**config.mk**
```make
export PLATFORM = sky130hd
export DESIGN_NAME = periph_plug_demux
export DESIGN_NICKNAME = d
export VERILOG_FILES = /design/src/rtl/periph_plug_demux.sv
export SDC_FILE = /design/constraint.sdc
export NUM_CORES = 1
export LEC_CHECK = 0
export CAP_MARGIN = 20
export CORE_AREA = 2 2 202 204
export CTS_CLUSTER_SIZE = 20
export DETAILED_ROUTE_END_ITERATION = 12
export DIE_AREA = 0 0 204 206
export GPL_TIMING_DRIVEN = 0
export SLEW_MARGIN = 15
export SYNTH_ARGS = -nofsm -noshare
export SYNTH_HDL_FRONTEND = slang
export SYNTH_SLANG_ARGS = --single-unit
```
**constraint.sdc**
```tcl
create_clock -name clk_i -period 3.6 [get_ports clk_i]
set_input_delay 0.36 -clock clk_i [delete_from_list [all_inputs] [get_ports clk_i]]
set_output_delay 0.36 -clock clk_i [all_outputs]
set_load 0.02 [all_outputs]
```
**src/rtl/periph_plug_demux.sv**
```systemverilog
// periph_plug_demux: address decoder steering one peripheral request stream to NB_PLUGS slave plugs, in-order responses, error reply for unmapped plugs
module periph_plug_demux #(
    parameter int NB_PLUGS = 8,
    parameter int ADDR_W = 32,
    parameter int DATA_W = 32,
    parameter int ID_W = 5,
    parameter int SEL_LSB = 10,
    parameter int SEL_W = 4,
    parameter int MAX_OUTST = 4,
    parameter logic [DATA_W-1:0] ERR_RDATA = 32'hBADACCE5
) (
    input  logic                       clk_i,
    input  logic                       rst_ni,
    input  logic                       m_req_i,
    input  logic [ADDR_W-1:0]          m_add_i,
    input  logic                       m_wen_i,
    input  logic [DATA_W-1:0]          m_wdata_i,
    input  logic [DATA_W/8-1:0]        m_be_i,
    input  logic [ID_W-1:0]            m_id_i,
    output logic                       m_gnt_o,
    output logic                       m_r_valid_o,
    output logic [DATA_W-1:0]          m_r_rdata_o,
    output logic                       m_r_opc_o,
    output logic [ID_W-1:0]            m_r_id_o,
    output logic [NB_PLUGS-1:0]        s_req_o,
    output logic [ADDR_W-1:0]          s_add_o,
    output logic                       s_wen_o,
    output logic [DATA_W-1:0]          s_wdata_o,
    output logic [DATA_W/8-1:0]        s_be_o,
    output logic [ID_W-1:0]            s_id_o,
    input  logic [NB_PLUGS-1:0]        s_gnt_i,
    input  logic [NB_PLUGS-1:0]        s_r_valid_i,
    input  logic [NB_PLUGS*DATA_W-1:0] s_r_rdata_i,
    input  logic [NB_PLUGS-1:0]        s_r_opc_i,
    input  logic [NB_PLUGS*ID_W-1:0]   s_r_id_i
);
    localparam int PW = NB_PLUGS > 1 ? $clog2(NB_PLUGS) : 1;
    localparam int TW = $clog2(NB_PLUGS + 1);
    localparam int OW = $clog2(MAX_OUTST + 1);

    logic [SEL_W-1:0]    sel;
    logic                mapped;
    logic [PW-1:0]       pidx;
    logic [PW-1:0]       cidx;
    logic [TW-1:0]       tgt;
    logic [TW-1:0]       cur_tgt;
    logic                cur_map;
    logic [OW-1:0]       outst;
    logic                err_pend;
    logic [ID_W-1:0]     err_id;
    logic                stall;
    logic                xfer;
    logic                plug_rsp;
    logic                rsp;
    logic [NB_PLUGS-1:0] rsp_ok;

    // The unmapped target is the virtual index NB_PLUGS so it takes part in the same-target gate
    assign sel      = m_add_i[SEL_LSB +: SEL_W];
    assign mapped   = 32'(sel) < NB_PLUGS;
    assign pidx     = PW'(sel);
    assign tgt      = mapped ? TW'(sel) : TW'(NB_PLUGS);
    assign cidx     = PW'(cur_tgt);
    assign cur_map  = 32'(cur_tgt) < NB_PLUGS;
    assign stall    = outst == OW'(MAX_OUTST) || (outst != '0 && tgt != cur_tgt);
    assign m_gnt_o  = rst_ni && !stall && (mapped ? s_gnt_i[pidx] : m_req_i);
    assign xfer     = m_req_i && m_gnt_o;
    assign s_req_o  = (rst_ni && mapped && !stall && m_req_i) ? NB_PLUGS'(1) << pidx : '0;

    assign s_add_o   = rst_ni ? m_add_i : '0;
    assign s_wen_o   = rst_ni && m_wen_i;
    assign s_wdata_o = rst_ni ? m_wdata_i : '0;
    assign s_be_o    = rst_ni ? m_be_i : '0;
    assign s_id_o    = rst_ni ? m_id_i : '0;

    // Only the current target may answer, and only while something is outstanding
    assign rsp_ok      = (cur_map && outst != '0) ? NB_PLUGS'(1) << cidx : '0;
    assign plug_rsp    = |(s_r_valid_i & rsp_ok);
    assign rsp         = rst_ni && (err_pend || plug_rsp);
    assign m_r_valid_o = rsp;
    assign m_r_opc_o   = rst_ni && (err_pend || (plug_rsp && s_r_opc_i[cidx]));
    assign m_r_rdata_o = !rsp ? '0 : err_pend ? ERR_RDATA : s_r_rdata_i[int'(cidx)*DATA_W +: DATA_W];
    assign m_r_id_o    = !rsp ? '0 : err_pend ? err_id : s_r_id_i[int'(cidx)*ID_W +: ID_W];

    always_ff @(posedge clk_i or negedge rst_ni) begin
        if (!rst_ni) begin
            cur_tgt  <= '0;
            outst    <= '0;
            err_pend <= 1'b0;
            err_id   <= '0;
        end else begin
            if (xfer) cur_tgt <= tgt;
            outst    <= outst + OW'(xfer) - OW'(rsp);
            err_pend <= xfer && !mapped;
            if (xfer && !mapped) err_id <= m_id_i;
        end
    end

    a_req_stable: assert property (@(posedge clk_i) disable iff (!rst_ni)
        m_req_i && !m_gnt_o |=> $stable({m_add_i, m_wen_i, m_wdata_i, m_be_i, m_id_i}));
    a_rsp_legal: assert property (@(posedge clk_i) disable iff (!rst_ni)
        (s_r_valid_i & ~rsp_ok) == '0);
endmodule
```
## Word level (Yosys, flattened, before mapping)

Index checks and enable logic that the tools add are counted.

| cells by class | value |
|---|---|
| bitwise logic cells | 1 |
| $lt $le $gt $ge | 4 |
| eq/ne operators | 2 |
| $mul | 1 |
| reductions and logical operators | 20 |
| add/subtract/negate cells | 2 |
| multiplexer cells | 16 |
| shift-type cells | 4 |

Operators with widths:

| operator | number |
|---|---|
| $shiftx A256 B9 Y32 | 1 |
| $mux W32 | 4 |
| $shiftx A40 B7 Y5 | 1 |
| $mux W8 | 2 |
| $shl A1 B3 Y8 const A | 2 |
| $mux W5 | 3 |
| $logic_and A1 B1 Y1 | 13 |
| $and A8 B8 Y8 | 1 |
| $lt A3 B4 Y1 const B | 2 |
| $lt A4 B4 Y1 const B | 2 |
| $mux W4 | 2 |
| $reduce_or A8 Y1 | 1 |
| $bmux W1 S3 | 2 |
| $mul A3 B3 Y6 const B | 1 |
| $ne A4 B4 Y1 | 1 |
| $add A3 B1 Y3 | 1 |
| $eq A3 B3 Y1 const B | 1 |
| $logic_or A1 B1 Y1 | 3 |
| $mux W1 | 3 |
| $reduce_bool A3 Y1 | 1 |
| $sub A3 B1 Y3 | 1 |
| $logic_not A1 Y1 | 2 |

| storage, ports and cells | value |
|---|---|
| register bits after elaboration | 13 |
| bits of input ports | 397 |
| logic and storage cells | 54 |

## Depth between registers and ports, before layout

| logic depth | value |
|---|---|
| depth in word-level cells | 11 |
| gate-level depth with buffers | 14 |
| depth with buffers taken out | 11 |

## Worst setup path before layout

No wires, ideal clock.

| path | value |
|---|---|
| path kind | reg-to-reg |
| from | register cur_tgt[0] |
| to | register outst[2] |
| slack | 625 ps |
| setup time | 123 ps |
| buffers on the path | 3 |
| clock period less this slack | 2975 ps |
| cell stages (with the launch flop) | 15 |
| arrival | 2852 ps |
| cell sequence | dfrtp_1 buf_4 mux4_2 mux2i_1 nor3_1 o21ai_1 buf_2 buf_6 inv_2 ha_1 inv_1 ha_1 fa_1 xor2_1 xnor2_1 |

| on the way | value |
|---|---|
| elaborated cells on any way between the ends | 17 |

RTL lines:

| element | line | text |
|---|---|---|
| start, declared | 46 | `logic [TW-1:0] cur_tgt;` |
| start signal, assigned | 91 | `if (xfer) cur_tgt <= tgt;` |
| $lt A4 B4 Y1 | 63 | `assign cur_map = 32'(cur_tgt) < NB_PLUGS;` |
| $logic_and A1 B1 Y1 | 76 | `assign rsp_ok = (cur_map && outst != '0) ? NB_PLUGS'(1) << cidx : '0;` |
| $mux W8 * | 76 |  |
| $and A8 B8 Y8 * | 77 | `assign plug_rsp = \|(s_r_valid_i & rsp_ok);` |
| $reduce_or A8 Y1 * | 77 |  |
| $logic_or A1 B1 Y1 * | 78 | `assign rsp = rst_ni && (err_pend \|\| plug_rsp);` |
| $logic_and A1 B1 Y1 * | 78 |  |
| named net m_r_valid_o | 21 | `output logic m_r_valid_o,` |
| $sub A3 B1 Y3 * | 92 | `outst <= outst + OW'(xfer) - OW'(rsp);` |
| end signal, assigned | 92 |  |
| end, declared | 48 | `logic [OW-1:0] outst;` |

The timed path passes the listed nets; every way through them passes the cells marked *.
A chain may end at the register's enable or synchronous reset.

## Worst setup path after layout

| path | value |
|---|---|
| from | register cur_tgt[2] |
| to | output m_r_rdata_o[16] |

| on the way | value |
|---|---|
| word-level cells in the longest chain between the ends | 8 |
| elaborated cells on any way between the ends | 11 |

RTL lines:

| element | line | text |
|---|---|---|
| $lt A4 B4 Y1 | 63 |  |
| $logic_and A1 B1 Y1 | 76 |  |
| $mux W8 | 76 |  |
| $and A8 B8 Y8 | 77 |  |
| $reduce_or A8 Y1 | 77 |  |
| $logic_or A1 B1 Y1 | 78 |  |
| $logic_and A1 B1 Y1 | 78 |  |
| $mux W32 * | 81 | `assign m_r_rdata_o = !rsp ? '0 : err_pend ? ERR_RDATA : s_r_rdata_i[int'(cidx)*DATA_W +: DATA_W];` |
| end, declared | 22 | `output logic [DATA_W-1:0] m_r_rdata_o,` |

Every way passes the cells marked *; elsewhere a longest branch is shown, timed or not.

==> results.yml <==
worst_setup_path:
  slowest_delay_ps: 670
  worstPathCellList: "buf_4 -> buf_1 -> clkdlybuf4s15_2 -> mux2i_1 -> nor3_1 -> clkdlybuf4s50_1"
  endpoint_kind: "output pin"
  crit_type: "flip-flop to output pin"
  cp_num_cells: 6
  r2r_slack_ps: 230
  worst-path-buf-inv: 4
  critPathLaunchType: "flip-flop"
  arrival_ps: 3040
  critical_path.top_delay_family: "buffers and inverters"
  slowest_stage: "clkdlybuf4s50_1"
  required_ps: 3240
  ff2ff_path_depth: 14
  path_max_fanout: 10
finish:
  fillers: 4321
  seqCellArea_um2: 325
  fin_nets: 1301
  final_util_pct: 24.8
  area_delta_synth_final_pct: 150
  layout-drive-gt1-share_pct: 14.7
  num_antenna_cells: 0
  multi_input_area_um2: 3430
logic_synthesis:
  yosys.area.top_type: "mux4_2"
  synth_common_cells: "80 x mux4_2, 74 x and2_1, 33 x nor2_1"
  syn_inst: 379
  synthMostInstantiatedCell: "mux4_2"
  async_reset_ff_share_pct: 100
  synth_area_leaders: "mux4_2 45%, and2_1 12%, dfrtp_1 8.2%, mux2i_1 5.0%, a211oi_1 4.0%"
  synth_edf_count: 0
  synthesis.nets: 779
  synthFlopType: "dfrtp_1"
  ys_types: 43
  synth_seq_area_share_pct: 8.17
  ys.warnings.count: 0
  avgSynthCellArea_um2: 10.5
  yosysTopAreaCellShare_pct: 45.3
  syn_area_um2: 3980
  ys_ff_latch: 13
floorplan:
  die-area_um2: 42000
  start_util_pct: 9.90
  num_rows: 74
  core_um2: 40200
  die_x_um: 204
  dieHeight_um: 206
  ios: 519
run:
  maxCapViolCount: 0
global_route:
  grt_max_degree: 20
  grt_pass1_vias: 5865
  gr-total-overflow: 0
  grt_usage_pct: 12.7
  antenna_found_initial: 0
  grt_pass1_wl_um: 38500
run_status:
  status: "completed"
cts:
  clkLatencyLatePin_ps: 250
  cts.sinks: 13
  cts_tree: "built"
  clk_pin_slew_worst_paths_ps: 50
  cts_hold_buf: 0
  htreeDepth: 1
  cts_root_buf: "clkbuf_16"
  cts_made_buffers: 3
  cts.path.max_buffers: 2
power_and_ir_drop:
  power_mw: 4.23
  ir_drop_v: 0.000257
  powerDensity_nw_per_um2: 425
  p_leak_nw: 3.35
routing:
  drt-pass1-iter-count: 4
  drcViolationCount: 0
  vias_per_cell: 3.85
  drt_wl_total_um: 28600
  routedWlPerCell_um: 19.9
  num_vias: 5520
  first_iter_violations: 195
  postRouteAntennaNets: 0
timing:
  finalMaxSlewViolations: 0
  rsz0062_at_grt: "no"
  setup_viol: 0
  timing.fmax_mhz: 294
  period_minus_slack_ps: 3400
  fin_skew_ps: 1.61
  tns_ps: 0
  post-route-period-util_pct: 94.4
  hold_violations: 0
  worst_slew_pin_slew_ps: 908
  slew_headroom_pct: 39.5
  setup_ws_ps: 200
  hold_slack_ps: 358
placed_design:
  place.detailed.hpwl_um: 24900
  post-place-ws_ps: -338
  gp_congestion: 0.838
  numPortBuffers: 517
hold_path:
  hp-class: "primary input to async pin"
==> cells by family (layout without fill, tap and decap cells) <==
logic type | after synthesis | in the layout | synth area share, %
AOI/OAI and AO/OA | 39 | 39 | 7.86
xor gates and xnor gates | 3 | 3 | 0.660
adders and majority gates | 3 | 3 | 1.13
buffers and inverters | 53 | 574 | 6.07
DFF | 13 | 13 | 8.17
muxes | 105 | 105 | 52.2
and+or+nand+nor | 163 | 163 | 23.9
==> what timing repair did <==
item | 4_1_cts | 5_1_grt
cloned | 0 | 0
setup endpoints to repair | 38 | 10
pin swaps | 0 | 1
gates resized for setup | 11 | 12
buffers inserted | 0 | 1
==> through the flow <==
stage	instances	area (um2)
6_report	1432	9960
5_1_grt	1432	9960
4_1_cts	1431	9920
3_5_place_dp	1428	9820
3_3_place_gp	1428	9820
2_1_floorplan	379	3980
==> layer usage <==
| layer | wire [um] | up-vias | GRT usage, % |
|---|---|---|---|
| li1 | - | 2511 | - |
| met1 | 11000 | 2661 | 14.7 |
| met2 | 14500 | 322 | 23.3 |
| met3 | 2290 | 26 | 2.87 |
| met4 | 731 | 0 | 3.29 |
| met5 | 0 | - | 0 |
==> flip-flops by register name, summed over array words and instances (netlist names) <==
register	cells
cur_tgt	4
err_id	5
err_pend	1
outst	3
==> report_power, final <==
group	internal, mW	total (mW)	switching [mW]
clock	0.148	0.217	0.0690
combinational	1.93	3.75	1.82
sequential	0.217	0.265	0.0479
==> placed cells by master, fill, tap and decap left out, types with 2 or more instances in the layout <==
| cell | instances |
|---|---|
| clkdlybuf4s50_1 | 515 |
| mux4_2 | 80 |
| and2_1 | 74 |
| nor2_1 | 33 |
| nor2b_1 | 20 |
| a211oi_1 | 20 |
| nor3_1 | 19 |
| mux2i_1 | 19 |
| clkbuf_1 | 18 |
| dfrtp_1 | 13 |
| buf_2 | 12 |
| buf_4 | 5 |
| inv_1 | 5 |
| a21oi_1 | 5 |
| mux2_4 | 5 |
| clkbuf_2 | 4 |
| nand2_1 | 4 |
| buf_6 | 3 |
| clkbuf_16 | 3 |
| o21ai_2 | 2 |
| inv_2 | 2 |
| clkbuf_4 | 2 |
| nand2b_1 | 2 |
| nor4_2 | 2 |
| nor4b_2 | 2 |
| o22ai_1 | 2 |
| a32o_1 | 2 |
| ha_1 | 2 |
==> cell type report <==
cell class                 instances  share of cell area, %
buffer                            45                   2.43
clock buffer                       3                  0.754
clock inverter                     1                 0.0503
inverter                           7                  0.264
multi-input combinational        313                   34.5
sequential                        13                   3.27
tap                              532                   6.69
timing repair buffer             518                   52.1
==> path summary, 6_finish.rpt <==
path | from | to
worst max-delay path | cur_tgt[2] | m_r_rdata_o[16]
worst min-delay path | rst_ni | outst[0]
worst max register to register | cur_tgt[0] | outst[2]
worst min register to register | outst[2] | outst[2]
max in group asynchronous | rst_ni | err_id[0]
min in group clk_i | outst[2] | outst[2]
No activity file was read; power rests on OpenSTA's default activity.
